<file path="config.mk">
export PLATFORM = sky130hd
export DESIGN_NAME = spi_slave_engine
export DESIGN_NICKNAME = d
export VERILOG_FILES = /design/src/rtl/spi_slave_engine_pkg.sv /design/src/rtl/spi_sync.sv /design/src/rtl/spi_slave_engine.sv
export SDC_FILE = /design/constraint.sdc
export NUM_CORES = 1
export LEC_CHECK = 0
export CAP_MARGIN = 20
export CORE_MARGIN = 1.5
export CORE_UTILIZATION = 30
export DETAILED_ROUTE_END_ITERATION = 6
export SLEW_MARGIN = 25
export SYNTH_ARGS = -nofsm -noshare
export SYNTH_HDL_FRONTEND = slang
export SYNTH_SLANG_ARGS = --single-unit
</file>
<file path="constraint.sdc">
create_clock -name clk -period 4.1 [get_ports clk]
set_clock_uncertainty 0.15 [all_clocks]
set_input_delay 0.82 -clock clk [delete_from_list [all_inputs] [get_ports clk]]
set_output_delay 0.82 -clock clk [all_outputs]
set_load 0.03 [all_outputs]
</file>
<file path="src/rtl/spi_slave_engine_pkg.sv">
// Shared SPI slave definitions: mode encodings {cpol,cpha}, default frame width, select FSM states.
package spi_slave_engine_pkg;

   localparam int DATA_W_DEF = 8;

   localparam logic [1:0] MODE0 = 2'b00;
   localparam logic [1:0] MODE1 = 2'b01;
   localparam logic [1:0] MODE2 = 2'b10;
   localparam logic [1:0] MODE3 = 2'b11;

   typedef enum logic {
      ST_IDLE   = 1'b0,
      ST_ACTIVE = 1'b1
   } state_t;

endpackage

</file>
<file path="src/rtl/spi_sync.sv">
// Multi-flop synchronizer for one asynchronous SPI pin; resets to the pin's idle level.
// Latency STAGES clk cycles, no backpressure.
module spi_sync #(
   parameter int   STAGES  = 2,
   parameter logic RST_VAL = 1'b0
) (
   input  logic clk,
   input  logic rst,
   input  logic d,
   output logic q
);

   logic [STAGES-1:0] chain;

   always_ff @(posedge clk or negedge rst) begin
      if (!rst) chain <= {STAGES{RST_VAL}};
      else      chain <= {chain[STAGES-2:0], d};
   end

   assign q = chain[STAGES-1];

endmodule

</file>
<file path="src/rtl/spi_slave_engine.sv">
// SPI slave shift engine: oversampled SCLK/SS_N/MOSI, CPOL/CPHA decode, one-entry TX holding register.
// Pin-to-action latency SYNC_STAGES+1 clk; TX side uses valid/ready, RX side is a one-cycle strobe.
module spi_slave_engine
   import spi_slave_engine_pkg::*;
#(
   parameter int DATA_W      = DATA_W_DEF,
   parameter int SYNC_STAGES = 2
) (
   input  logic              clk,
   input  logic              rst,
   input  logic              cpol,
   input  logic              cpha,
   input  logic              sclk,
   input  logic              ss_n,
   input  logic              mosi,
   output logic              miso,
   output logic              miso_oe,
   input  logic [DATA_W-1:0] tx_data,
   input  logic              tx_valid,
   output logic              tx_ready,
   output logic [DATA_W-1:0] rx_data,
   output logic              rx_valid,
   output logic              underrun
);

   localparam int CNT_W = $clog2(DATA_W);

   logic              sclk_s, ss_n_s, mosi_s, sclk_d;
   logic              sel, lead, trail, sample_edge, shift_edge;
   logic              sel_assert, sel_deassert, active;
   state_t            state, state_nxt;
   logic [DATA_W-1:0] tx_sr, rx_sr, hold_dat, load_dat, rx_next;
   logic              hold_full, wr, load, load_empty, byte_done;
   logic [CNT_W-1:0]  bit_cnt;
   logic              reload_pend;

   spi_sync #(.STAGES(SYNC_STAGES), .RST_VAL(1'b0)) u_sync_sclk (
      .clk(clk), .rst(rst), .d(sclk), .q(sclk_s));
   spi_sync #(.STAGES(SYNC_STAGES), .RST_VAL(1'b1)) u_sync_ss_n (
      .clk(clk), .rst(rst), .d(ss_n), .q(ss_n_s));
   spi_sync #(.STAGES(SYNC_STAGES), .RST_VAL(1'b0)) u_sync_mosi (
      .clk(clk), .rst(rst), .d(mosi), .q(mosi_s));

   always_ff @(posedge clk or negedge rst) begin
      if (!rst) sclk_d <= 1'b0;
      else      sclk_d <= sclk_s;
   end

   assign sel         = ~ss_n_s;
   assign lead        = (sclk_s != cpol) && (sclk_d == cpol);
   assign trail       = (sclk_s == cpol) && (sclk_d != cpol);
   assign sample_edge = cpha ? trail : lead;
   assign shift_edge  = cpha ? lead  : trail;

   // The state register doubles as the select edge detector.
   always_ff @(posedge clk or negedge rst) begin
      if (!rst) state <= ST_IDLE;
      else      state <= state_nxt;
   end

   always_comb begin
      state_nxt    = state;
      sel_assert   = 1'b0;
      sel_deassert = 1'b0;
      case (state)
         ST_IDLE: begin
            if (sel) begin
               state_nxt  = ST_ACTIVE;
               sel_assert = 1'b1;
            end
         end
         ST_ACTIVE: begin
            if (!sel) begin
               state_nxt    = ST_IDLE;
               sel_deassert = 1'b1;
            end
         end
         default: state_nxt = ST_IDLE;
      endcase
   end

   assign active     = (state == ST_ACTIVE) && sel;
   assign wr         = tx_valid && !hold_full;
   assign load       = sel_assert || (active && shift_edge && reload_pend);
   // Empty register at load time: a same-cycle write bypasses, otherwise send zeros.
   assign load_empty = load && !hold_full && !wr;
   assign load_dat   = hold_full ? hold_dat : (wr ? tx_data : '0);
   assign byte_done  = active && sample_edge && (bit_cnt == CNT_W'(DATA_W-1));
   assign rx_next    = {rx_sr[DATA_W-2:0], mosi_s};

   always_ff @(posedge clk or negedge rst) begin
      if (!rst) begin
         hold_full <= 1'b0;
         hold_dat  <= '0;
      end else if (load && hold_full) begin
         hold_full <= 1'b0;
      end else if (wr && !load) begin
         hold_dat  <= tx_data;
         hold_full <= 1'b1;
      end
   end

   always_ff @(posedge clk or negedge rst) begin
      if (!rst) begin
         tx_sr <= '0;
      end else if (load) begin
         tx_sr <= load_dat;
      end else if (active && shift_edge && bit_cnt != '0) begin
         tx_sr <= {tx_sr[DATA_W-2:0], 1'b0};
      end
   end

   always_ff @(posedge clk or negedge rst) begin
      if (!rst) begin
         bit_cnt     <= '0;
         reload_pend <= 1'b0;
         rx_sr       <= '0;
         rx_data     <= '0;
      end else if (sel_assert || sel_deassert) begin
         bit_cnt     <= '0;
         reload_pend <= 1'b0;
      end else if (active) begin
         if (sample_edge) begin
            rx_sr <= rx_next;
            if (byte_done) begin
               bit_cnt     <= '0;
               reload_pend <= 1'b1;
               rx_data     <= rx_next;
            end else begin
               bit_cnt <= bit_cnt + CNT_W'(1);
            end
         end
         if (shift_edge && reload_pend) reload_pend <= 1'b0;
      end
   end

   always_ff @(posedge clk or negedge rst) begin
      if (!rst) begin
         rx_valid <= 1'b0;
         underrun <= 1'b0;
      end else begin
         rx_valid <= byte_done;
         underrun <= load_empty;
      end
   end

   assign miso     = tx_sr[DATA_W-1];
   assign miso_oe  = sel;
   assign tx_ready = ~hold_full;

endmodule

</file>
==> results of run 1 <==
kinds of logic (layout without fill, tap and decap cells):
group / after synthesis / in the layout / share of synthesized area [%]
xor gates and xnor gates: 1 / 1 / 1.30
buffers and inverters: 12 / 43 / 2.66
adders and majority gates: 6 / 6 / 3.55
and+or+nand+nor: 26 / 26 / 8.05
muxes: 32 / 32 / 18.5
AOI/OAI and AO/OA: 33 / 33 / 11.4
DFF: 46 / 46 / 54.6
report_power, final:
group          switching [uW]  internal, uW
Combinational            82.7          97.7
Sequential               35.0           509
Clock                     154           183
Total                     272           790
worst max-delay path, cell delays in order:
cell and delay, ps:
clkdlybuf4s50_1 490, xnor2_4 300, mux2i_2 470, or3b_1 500
mux2_4 340
path summary, 6_finish.rpt:
path	startpoint	endpoint	slack (ps)	cells after the start
worst max-delay path	cpha	hold_dat[0]	1200	5
worst min-delay path	u_sync_ss_n.chain[0]	u_sync_ss_n.chain[1]	210	0
worst max register to register	u_sync_ss_n.chain[1]	hold_dat[0]	1680	6
worst min register to register	u_sync_ss_n.chain[0]	u_sync_ss_n.chain[1]	210	0
max in group asynchronous	rst	bit_cnt[0]	2960	2
min in group asynchronous	rst	tx_sr[7]	330	1
final cells by class:
class	count	share of cell area, %
clock buffers	5	2.64
clock inverters	3	1.68
inverters	5	0.719
multi-input cells	98	34.6
flip-flops and latches	46	44.2
well taps	96	4.60
repair buffers	30	11.6
layout by cell type (no fill, tap or decap), types with 6 or more instances in the layout:
master,count
ha_1,6
a22oi_1,15
clkdlybuf4s50_1,27
a311oi_1,7
mux2_2,17
mux2_4,9
dfrtp_1,44
o21ai_0,8
sequential cells by signal, summed over array words and instances (netlist names), 2 cells and up:
register / cells
tx_sr: 8
u_sync_sclk.chain: 2
rx_data: 8
hold_dat: 8
bit_cnt: 3
u_sync_mosi.chain: 2
rx_sr: 7
u_sync_ss_n.chain: 2
routing by layer:
| layer | vias to the layer above | part of all wire [%] | routed length, um |
|---|---|---|---|
| met5 | - | 0 | 0 |
| met2 | 39 | 44 | 1620 |
| met4 | 0 | 1.1 | 39 |
| li1 | 636 | - | - |
| met1 | 639 | 49 | 1800 |
| met3 | 7 | 6.3 | 234 |
through the flow:
step                area (um^2)  hold slack [ps]  worst slack [ps]  total power [uW]
floorplan                  2110              181              1770               671
global placement           2480              185               933               731
detailed placement         2500              191               876               736
CTS                        2610              212              1190              1080
global route               2610              214              1110              1120
finish                     2610              210              1200              1060
Yosys cell counts (all sizes together), types with 3 or more instances:
master	number
nand3	4
ha	6
inv	5
and2	3
a22oi	15
a22o	3
dfrtp	44
mux2	26
o21ai	8
a311oi	7
nor2b	4
mux2i	6
buf	6
==> impl_metrics.ini, run 1 <==
[synth]
ys_async_sr_fraction_pct = 100
synth-edff-count = 0
syn_nets = 178
netlist_area_um2 = 2110
synth_flop_cell = dfrtp_1
synth-seq-cells = 46
synthCells = 156
synth_area_leaders = dfrtp_1 (52%), mux2_2 (9.1%), mux2_4 (6.4%)
ys_types = 32
ys.warnings.count = 0
synth_area_per_cell_um2 = 13.5
yosysTopAreaCell = dfrtp_1
synth.top_cell.area_share_pct = 52.1
ys_seq_area_share_pct = 54.6

[clock_network]
root_buffer = clkbuf_8
clock_sinks = 46
clock_latency_ps = 290
cts_buffers = 5
ctsResizeCount = 0
htreeDepth = 2
clockBufferDepth = 2
tritoncts = yes
ctsHoldBuffers = 0
post_cts_buffers = 0
cts.clk_slew.worst_paths_ps = 80

[floorplan]
fp.dieArea_um2 = 7560
rows = 30
core-area_um2 = 6790
io_pins = 29
initial_core_util_pct = 31.1
die_w_um = 86.9
die_y_um = 86.9

[sta]
maxSlewHeadroom_pct = 62.4
setup_viol = 0
final.min_clock_period_ps = 2900
worstMarginPinSlew_ps = 548
hold_violations = 0
fin_crit_sh_pct = 70.8
slew_violations = 0
rsz0062_at_grt = no
fmax_mhz = 345
setup_tns_ps = 0

[cells_and_area]
seqCellArea_um2 = 1150
fillers = 673
diodes = 0
syn2layout_area_growth_pct = 23.6
final_layout_size_suffix_gt1_share_pct = 23.0
fin_cells = 283
post-route-util_pct = 38.4
multi_input_area_um2 = 903
fin_nets = 208

[critical_path]
cp.arrival_ps = 2930
startpoint_type = primary input
end_kind = flop
worstSetupPathType = primary input to flop
path_max_fanout = 9
worstPathRequired_ps = 4130

[global_routing]
grt_pass1_wl_um = 6600
grt_util_met3_pct = 3.79
antenna_found_initial = 0
grt_max_degree = 27
overflow = 0
grt-busiest-layer = met2
gr-usage-met2_pct = 16.4
met1_usage_pct = 15.4
grt_pass1_vias = 1356
grt_usage_pct = 11.1

[drt]
wl_per_cell_um = 13.1
viasPerCell = 4.67
wl_um = 3700
drt_iter0_markers = 26
antenna_left = 0
first_pass_iters = 4
drc = 0
vias = 1321

[placed_design]
place_hpwl_um = 2650
gp_congestion = 0.717
port_buffers = 28
dpl.cell_count = 275

[power]
power.density_nw_per_um2 = 407
p_leak_uw = 0.00117
peakVddDrop_mv = 0.145

[run]
maxCapViolCount = 0

[worst_hold_path]
hold_class = flop to flop

[run_status]
status = complete, no violations
(Power assumes the default switching activity.)
==> run 2: changes to the inputs <==
==> constraint.sdc (replaced) <==
create_clock -name clk -period 2.8 [get_ports clk]
set_clock_uncertainty 0.15 [all_clocks]
set_input_delay 0.56 -clock clk [delete_from_list [all_inputs] [get_ports clk]]
set_output_delay 0.56 -clock clk [all_outputs]
set_load 0.03 [all_outputs]
==> run 2 against run 1 <==
Sequential cell count unchanged. Global-route usage barely moved. Sequential power is 47% higher. Highest routed layer unchanged. Non-clock buffer count rose by 4. Worst setup slack lost 740 ps. Combinational power increased by 48%. Cell count rose by 1.4%. Critical path depth rose by 1. Design area rose by 1.6%. Sequential share of layout area is 0.71 points lower. First-iteration DRC count rose by 46%. Utilization rose by 0.63 points.
==> impl_metrics.ini, run 2 (same netlist as run 1, synthesis figures left out) <==
[run_status]
status = complete, no violations

[global_routing]
grt_max_degree = 31
grt_pass1_wl_um = 6590
grt_usage_pct = 11.1
overflow = 0
grt_pass1_vias = 1371
antenna_found_initial = 0

[floorplan]
io_pins = 29
die_w_um = 86.9
initial_core_util_pct = 31.1
fp.dieArea_um2 = 7560
die_y_um = 86.9
core-area_um2 = 6790
rows = 30

[critical_path]
cp.arrival_ps = 2380
crit_chain = inv_1, ha_1, nand4b_1, mux2i_2, or3b_1, mux2_4
reg2reg_slack_ps = 460
startpoint_type = flop
cp_slowest_cell = or3b_1
worstSetupPathType = flop to flop
reg2reg_depth = 6
path_max_fanout = 8
end_kind = flop
worstPathRequired_ps = 2840
cp_slowest_stage_delay_ps = 570

[cells_and_area]
multi_input_area_um2 = 903
fin_area_um2 = 2650
fin_nets = 212
top_regs = hold_dat: 8 flops, rx_data: 8 flops, tx_sr: 8 flops
seqCellArea_um2 = 1150
syn2layout_area_growth_pct = 25.6
final_layout_size_suffix_gt1_share_pct = 24.6
diodes = 0
final_cell_mix = dfrtp_1 (44), clkdlybuf4s50_1 (27), mux2_2 (17)
fillers = 652
post-route-util_pct = 39.1
final_common_cell = dfrtp_1

[drt]
drt_iter0_markers = 38
viasPerCell = 4.70
first_pass_iters = 4
drc = 0
antenna_left = 0
vias = 1349
wl_um = 3840
wl_per_cell_um = 13.4

[clock_network]
tritoncts = yes
clock_sinks = 46
htreeDepth = 2
ctsResizeCount = 0
cts.clk_slew.worst_paths_ps = 90
cts_buffers = 5
clock_latency_ps = 290
root_buffer = clkbuf_8
ctsHoldBuffers = 0
clockBufferDepth = 2
post_cts_buffers = 0

[sta]
setup_tns_ps = 0
worstMarginPinSlew_ps = 668
slew_violations = 0
setup_ws_ps = 462
fin_crit_sh_pct = 83.5
rsz0062_at_grt = no
hold_violations = 0
fmax_mhz = 428
setup_viol = 0
final.min_clock_period_ps = 2340
maxSlewHeadroom_pct = 55.5
whs_ps = 135

[worst_hold_path]
hold_class = primary input to asynchronous set/reset pin

[placed_design]
gp_congestion = 0.746
dp_slack_ps = 148
port_buffers = 28
place_hpwl_um = 2740
placed_cell_area_um2 = 2520

[power]
peakVddDrop_mv = 0.308
p_leak_uw = 0.00120
power.density_nw_per_um2 = 625

[run]
maxCapViolCount = 0
-- run 2: path summary, 6_finish.rpt --
| path | from | end |
|---|---|---|
| setup / recovery | u_sync_ss_n.chain[1] | hold_dat[6] |
| hold reg to reg | u_sync_sclk.chain[0] | u_sync_sclk.chain[1] |
| min in group clk | u_sync_sclk.chain[0] | u_sync_sclk.chain[1] |
| max in group asynchronous | rst | tx_sr[0] |
| hold / removal | rst | hold_dat[5] |
| setup reg to reg | u_sync_ss_n.chain[1] | hold_dat[6] |
-- run 2: critical path: cells and delay by family, from the launching register on --
kind	cells	cell delay [ps]
mux	2	460
buf+inv	1	80
simple gates	2	720
fa+ha+maj	1	280
flops	1	540
-- run 2: power by group --
group	internal (uW)	total (uW)	switching (uW)
clock network	358	593	235
registers	746	799	53.1
logic	145	266	121
total	1250	1660	409
-- run 2: area by class of cell --
| type | count | share of cell area, % |
|---|---|---|
| Tap cell | 96 | 4.53 |
| Timing Repair Buffer | 34 | 12.1 |
| Clock buffer | 5 | 2.59 |
| Sequential cell | 46 | 43.5 |
| Inverter | 5 | 0.707 |
| Clock inverter | 3 | 2.59 |
| Multi-Input combinational cell | 98 | 34.0 |
-- run 2: per-stage QoR --
step                power [uW]  instances
global placement          1070        279
global route              1740        287
CTS                       1680        287
finish                    1660        287
floorplan                  982        156
detailed placement        1080        279
-- run 2: per-layer routing --
layer / routed length (um) / vias up / GRT usage, %
met5: 0 / - / 0
met4: 19 / 0 / 3.23
met3: 171 / 2 / 3.03
met2: 1770 / 33 / 17.3
met1: 1880 / 670 / 15.1
li1: - / 644 / -
